File: config.mk
export PLATFORM = sky130hd
export DESIGN_NAME = dht11_scan_display
export DESIGN_NICKNAME = d
export VERILOG_FILES = /design/src/rtl/dht11_scan_display.sv
export SDC_FILE = /design/constraint.sdc
export NUM_CORES = 1
export LEC_CHECK = 0
export CAP_MARGIN = 15
export CORE_MARGIN = 1
export CORE_UTILIZATION = 57
export CTS_BUF_LIST = sky130_fd_sc_hd__clkbuf_8
export DETAILED_ROUTE_END_ITERATION = 8
export PLACE_DENSITY = 0.94
export SYNTH_ARGS = -nofsm -noshare
export SYNTH_HDL_FRONTEND = slang
export SYNTH_SLANG_ARGS = --single-unit
File: constraint.sdc
create_clock -name CLK -period 2.8 [get_ports CLK]
set_input_delay 0.42 -clock CLK [delete_from_list [all_inputs] [get_ports CLK]]
set_output_delay 0.42 -clock CLK [all_outputs]
set_load 0.03 [all_outputs]
File: src/rtl/dht11_scan_display.sv
// dht11_scan_display: round-robin scanner for N_CH DHT11 cores with per-channel result storage and LED readout.
// Define DHT11_SCAN_ERR_CNT_EN to add saturating per-channel failure counters shown via I_SHOW_ERR.
`timescale 1ns/1ps
module dht11_scan_display #(
   parameter int N_CH       = 4,
   parameter int BYTE_SZ    = 8,
   parameter int VALUE_SZ   = 16,
   parameter int PERIOD_CYC = 100000000,
   parameter int ACK_TO     = 1000,
   parameter int CONV_TO    = 2500000
) (
   input  logic                     CLK,
   input  logic                     RST_n,
   input  logic                     I_KEY_START,
   input  logic [3:0]               I_CH_SEL,
   input  logic                     I_BYTE_SEL,
   input  logic                     I_SHOW_ERR,
   input  logic [N_CH-1:0]          I_BUSY,
   input  logic [N_CH-1:0]          I_ERR,
   input  logic [N_CH*VALUE_SZ-1:0] I_VALUE,
   output logic [N_CH-1:0]          O_EN,
   output logic [N_CH-1:0]          O_VALID,
   output logic                     O_SCAN_BUSY,
   output logic                     O_DONE,
   output logic [9:0]               O_LEDR
);
   localparam int CW = (N_CH > 1) ? $clog2(N_CH) : 1;
   typedef enum logic [2:0] {IDLE, START, WAIT_ACK, WAIT_DONE, STORE, NEXT} state_t;
   state_t r_state, w_next;
   logic [CW-1:0]       r_ch;
   logic [31:0]         r_to_cnt;
   logic                r_key_meta, r_key_sync, r_key_prev, r_pend, r_tout;
   logic [VALUE_SZ-1:0] r_val [N_CH];
   logic [N_CH-1:0]     r_err, r_valid;
   logic [9:0]          r_led;
   logic                w_key_req, w_tmr_req, w_req, w_last, w_timeout, w_ok, w_sel_err;
   logic [VALUE_SZ-1:0] w_sel_val;
   logic [7:0]          w_byte;

   assign w_key_req = r_key_prev & ~r_key_sync;
   assign w_req     = w_key_req | w_tmr_req;
   assign w_last    = (r_ch == CW'(N_CH - 1));
   assign w_ok      = ~r_tout & ~I_ERR[r_ch];

   generate
      if (PERIOD_CYC > 0) begin : g_tmr
         logic [31:0] r_per_cnt;
         always_ff @(posedge CLK or negedge RST_n)
            if (!RST_n) r_per_cnt <= '0;
            else r_per_cnt <= w_tmr_req ? '0 : r_per_cnt + 1'b1;
         assign w_tmr_req = (r_per_cnt == 32'(PERIOD_CYC - 1));
      end else begin : g_no_tmr
         assign w_tmr_req = 1'b0;
      end
   endgenerate

   always_ff @(posedge CLK or negedge RST_n)
      if (!RST_n) r_state <= IDLE;
      else r_state <= w_next;

   always_comb begin
      w_next    = r_state;
      w_timeout = 1'b0;
      case (r_state)
         IDLE:      if (w_req) w_next = START;
         START:     w_next = WAIT_ACK;
         WAIT_ACK:  if (I_BUSY[r_ch]) w_next = WAIT_DONE;
                    else if (r_to_cnt >= 32'(ACK_TO - 1)) begin w_next = STORE; w_timeout = 1'b1; end
         WAIT_DONE: if (!I_BUSY[r_ch]) w_next = STORE;
                    else if (r_to_cnt >= 32'(CONV_TO - 1)) begin w_next = STORE; w_timeout = 1'b1; end
         STORE:     w_next = NEXT;
         NEXT:      w_next = (!w_last || r_pend || w_req) ? START : IDLE;
         default:   w_next = IDLE;
      endcase
   end

   always_ff @(posedge CLK or negedge RST_n)
      if (!RST_n) begin
         {r_key_meta, r_key_sync, r_key_prev, r_pend, r_tout} <= '0;
         r_ch     <= '0;
         r_to_cnt <= '0;
         r_err    <= '0;
         r_valid  <= '0;
         r_led    <= '0;
         for (int k = 0; k < N_CH; k++) r_val[k] <= '0;
      end else begin
         {r_key_prev, r_key_sync, r_key_meta} <= {r_key_sync, r_key_meta, I_KEY_START};
         r_to_cnt <= (r_state != w_next) ? '0 : r_to_cnt + 1'b1;
         r_tout   <= w_timeout;
         r_pend   <= (r_state == IDLE || (r_state == NEXT && w_last)) ? 1'b0 : r_pend | w_req;
         if (r_state == IDLE) r_ch <= '0;
         else if (r_state == NEXT) r_ch <= w_last ? '0 : r_ch + 1'b1;
         if (r_state == STORE && w_ok) begin
            r_val[r_ch]   <= I_VALUE[r_ch*VALUE_SZ +: VALUE_SZ];
            r_valid[r_ch] <= 1'b1;
            r_err[r_ch]   <= 1'b0;
         end else if (r_state == STORE) r_err[r_ch] <= 1'b1;
         r_led <= {w_sel_err, r_state != IDLE, w_byte};
      end

   // Out-of-range channel selects fall through to zero.
   always_comb begin
      w_sel_val = '0;
      w_sel_err = 1'b0;
      for (int k = 0; k < N_CH; k++)
         if (I_CH_SEL == 4'(k)) begin
            w_sel_val = r_val[k];
            w_sel_err = r_err[k];
         end
   end

`ifdef DHT11_SCAN_ERR_CNT_EN
   logic [7:0] r_ecnt [N_CH];
   logic [7:0] w_sel_cnt;
   always_ff @(posedge CLK or negedge RST_n)
      if (!RST_n) for (int k = 0; k < N_CH; k++) r_ecnt[k] <= '0;
      else if (r_state == STORE && !w_ok && r_ecnt[r_ch] != 8'hFF) r_ecnt[r_ch] <= r_ecnt[r_ch] + 1'b1;
   always_comb begin
      w_sel_cnt = '0;
      for (int k = 0; k < N_CH; k++)
         if (I_CH_SEL == 4'(k)) w_sel_cnt = r_ecnt[k];
   end
   assign w_byte = I_SHOW_ERR ? w_sel_cnt :
                   I_BYTE_SEL ? 8'(w_sel_val[BYTE_SZ +: BYTE_SZ]) : 8'(w_sel_val[BYTE_SZ-1:0]);
`else
   logic w_unused;
   assign w_unused = I_SHOW_ERR;
   assign w_byte   = I_BYTE_SEL ? 8'(w_sel_val[BYTE_SZ +: BYTE_SZ]) : 8'(w_sel_val[BYTE_SZ-1:0]);
`endif

   assign O_EN        = (r_state == START) ? (N_CH'(1'b1) << r_ch) : '0;
   assign O_VALID     = r_valid;
   assign O_SCAN_BUSY = (r_state != IDLE);
   assign O_DONE      = (r_state == NEXT) && w_last;
   assign O_LEDR      = r_led;
endmodule

==> flow_metrics.tcl <==
set metrics [dict create \
    syn_to_final_growth_pct 21.3 \
    drt_first_pass_iters 5 \
    p_leak_uw 0.00409 \
    crit_chain "clkinvlp_4 -> nand2_1 -> clkdlybuf4s50_1" \
    fmaxAchievable_mhz 367 \
    skew_ns 0.0117 \
    place.gp.congestion 0.845 \
    path_class "register to primary output" \
    syn-num-nets 741 \
    finalSetupViolations 0 \
    power.total_uw 6150 \
    avgSynthCellArea_sq_um 11.6 \
    timing.critical_path.buf_inv 2 \
    fp.coreArea_sq_mm 0.0128 \
    ant_nets 0 \
    hold_violations 0 \
    tightest_slew_ns 0.849 \
    dp_hpwl_mm 12.3 \
    yosysSeqAreaShare_pct 51.5 \
    grt_pass1_wl_mm 31.2 \
    startpoint_type "register" \
    yosysUniqueCellTypes 48 \
    hold_path_class "register to register" \
    fin_crit_sh_pct 97.3 \
    cp.required_ns 2.38 \
    num_vias 5807 \
    synth_edf_count 0 \
    wl_per_cell_microns 19.7 \
    grt_pass1_vias 6195 \
    post-route-min-period_ns 2.72 \
    fin_util_pct 72.0 \
    grt.overflow.total 0 \
    cts_tree "yes" \
    die_w_microns 117 \
    slowest_stage "clkdlybuf4s50_1" \
    post_cts_buffers 0 \
    final_cells 945 \
    crit_family "buffers and inverters" \
    drt-vias-per-instance 6.14 \
    port_buffers 99 \
    finalSetupTns_ns 0 \
    drc_errors 0 \
    drive_gt1_share_pct 19.1 \
    placementRows 41 \
    antennaDiodeCount 0 \
    power.density_mw_per_mm2 669 \
    grt_max_degree 71 \
    grt_use_total_pct 28.8 \
    fin_nets 850 \
    arrival_ns 2.30 \
    whs_ns 0.361 \
    ys_seq_elements 156 \
    cp_max_fo 10 \
    drv_cap 0 \
    synth-main-ff-cell "dfrtp_1" \
    numCtsBuffers 17 \
    chipHeight_microns 117 \
    io_pins 101 \
    worstSkewPairLatency_ns 0.45 \
    start_util_pct 59.3 \
    drt-total-wl_mm 18.6 \
    relSlewSlack_pct 42.9 \
    cpPeakStageDelay_ns 0.71 \
    cts_max_level 4 \
    rsz0062_at_grt "no" \
    antenna_found_initial 0 \
    netlist_instances 653 \
    cts_root_buffer "clkbuf_8" \
    run_status "finished clean" \
    layout_commonest_cell "dfrtp_1" \
    cts.sinks 156 \
    clock_path_buffers 2 \
    ys_async_sr_fraction_pct 100 \
    maxSlewViolCount 0 \
    dp_cells 914 \
    final_cell_mix "dfrtp_1 (155), clkdlybuf4s50_1 (96), nor2_1 (72)" \
    dieArea_sq_mm 0.0138 \
    synth_warnings 0 \
    drtIter0Drc 580 \
    syn_area_sq_mm 0.00758 \
    ir_drop_v 0.000456 \
    reg2reg_slack_ns 0.27 \
    path_clk_slew_ns 0.08 \
    cp-end-kind "primary output" \
]
## final timing paths
path,from,to,cells past startpoint
min in group asynchronous,RST_n,r_val[51],2
max in group asynchronous,RST_n,g_tmr.r_per_cnt[15],3
worst max register to register,g_tmr.r_per_cnt[27],r_to_cnt[25],7
worst min register to register,r_key_meta,r_key_sync,0
worst max-delay path,r_state[2],O_SCAN_BUSY,3
worst min-delay path,r_key_meta,r_key_sync,0
## cell type report
class,count,area [sq um]
timing repair buffer,120,1200
fill,759,3580
tap,172,215
multi-input combinational,456,3480
clock inverter,12,108
clock buffer,18,248
inverter,11,45.0
sequential,156,3910
## metrics by stage
| stage | area, sq um | setup WS, ns |
|---|---|---|
| 2_1_floorplan | 7580 | 0.388 |
| 3_3_place_gp | 8810 | 0.258 |
| 3_5_place_dp | 8810 | 0.147 |
| 4_1_cts | 9180 | 0.0868 |
| 5_1_grt | 9200 | 0.00648 |
| 6_report | 9200 | 0.0762 |
## sequential cells by signal, indices dropped and copies added (netlist names), 2 cells and up, named ones only
| signal | flops |
|---|---|
| r_ch | 2 |
| r_val | 64 |
| r_state | 3 |
| g_tmr.r_per_cnt | 32 |
| O_VALID | 4 |
| O_LEDR | 10 |
| r_to_cnt | 32 |
## cell usage after synthesis, drive strengths merged, types with 2 or more instances
library cell	n	share of area [%]
nor4	11	0.91
ha	7	1.2
dfrtp	156	52
a22o	16	1.8
nand2	40	2.0
buf	13	1.6
nor3b	3	0.30
a311o	2	0.26
nand4	10	0.83
nor2	72	3.6
mux4	18	5.3
clkbuf	17	0.84
nor4b	4	0.46
a211oi	4	0.40
a22oi	18	1.8
and2	5	0.41
o21ai	6	0.40
and4	4	0.48
inv	10	0.50
xnor2	27	3.1
a221oi	2	0.23
and3	17	1.4
nor3	19	1.3
nor2b	5	0.41
nand3	29	1.9
or4	3	0.30
or2	4	0.33
a31oi	8	0.66
mux2	64	9.5
xor2	29	3.4
o22ai	2	0.17
or3	8	0.73
a21oi	11	0.73
## power breakdown
part	total [uW]	switching (uW)	leakage, uW	internal (uW)
logic	1740	922	0.00180	816
clock network	1580	793	0.000200	785
registers	2830	268	0.00209	2560
## per-layer routing
layer	track usage [%]	part of all wire, %	routed length (microns)
met1	34.8	39	7320
met2	49.8	52	9590
met3	5.89	6.2	1160
met4	12.6	2.9	547
met5	0	0	0
## what timing repair did
action,CTS,global route
hold buffers,1,0
endpoints found under the setup margin,3,65
gates cloned,0,0
pin swaps,0,0
resized for setup,2,4
hold endpoints to repair,68,0
## cells by family (layout without fill, tap and decap cells)
group | after synthesis | count (layout) | share of synthesized area [%]
AO/OA/AOI/OAI | 74 | 74 | 7.43
XOR/XNOR | 56 | 56 | 6.47
adder cells (fa/ha/maj) | 7 | 7 | 1.16
buffers and inverters | 41 | 161 | 2.94
flip-flops | 156 | 156 | 51.5
multiplexers | 82 | 82 | 14.9
AND/OR/NAND/NOR | 237 | 237 | 15.6
(Power assumes the default switching activity.)
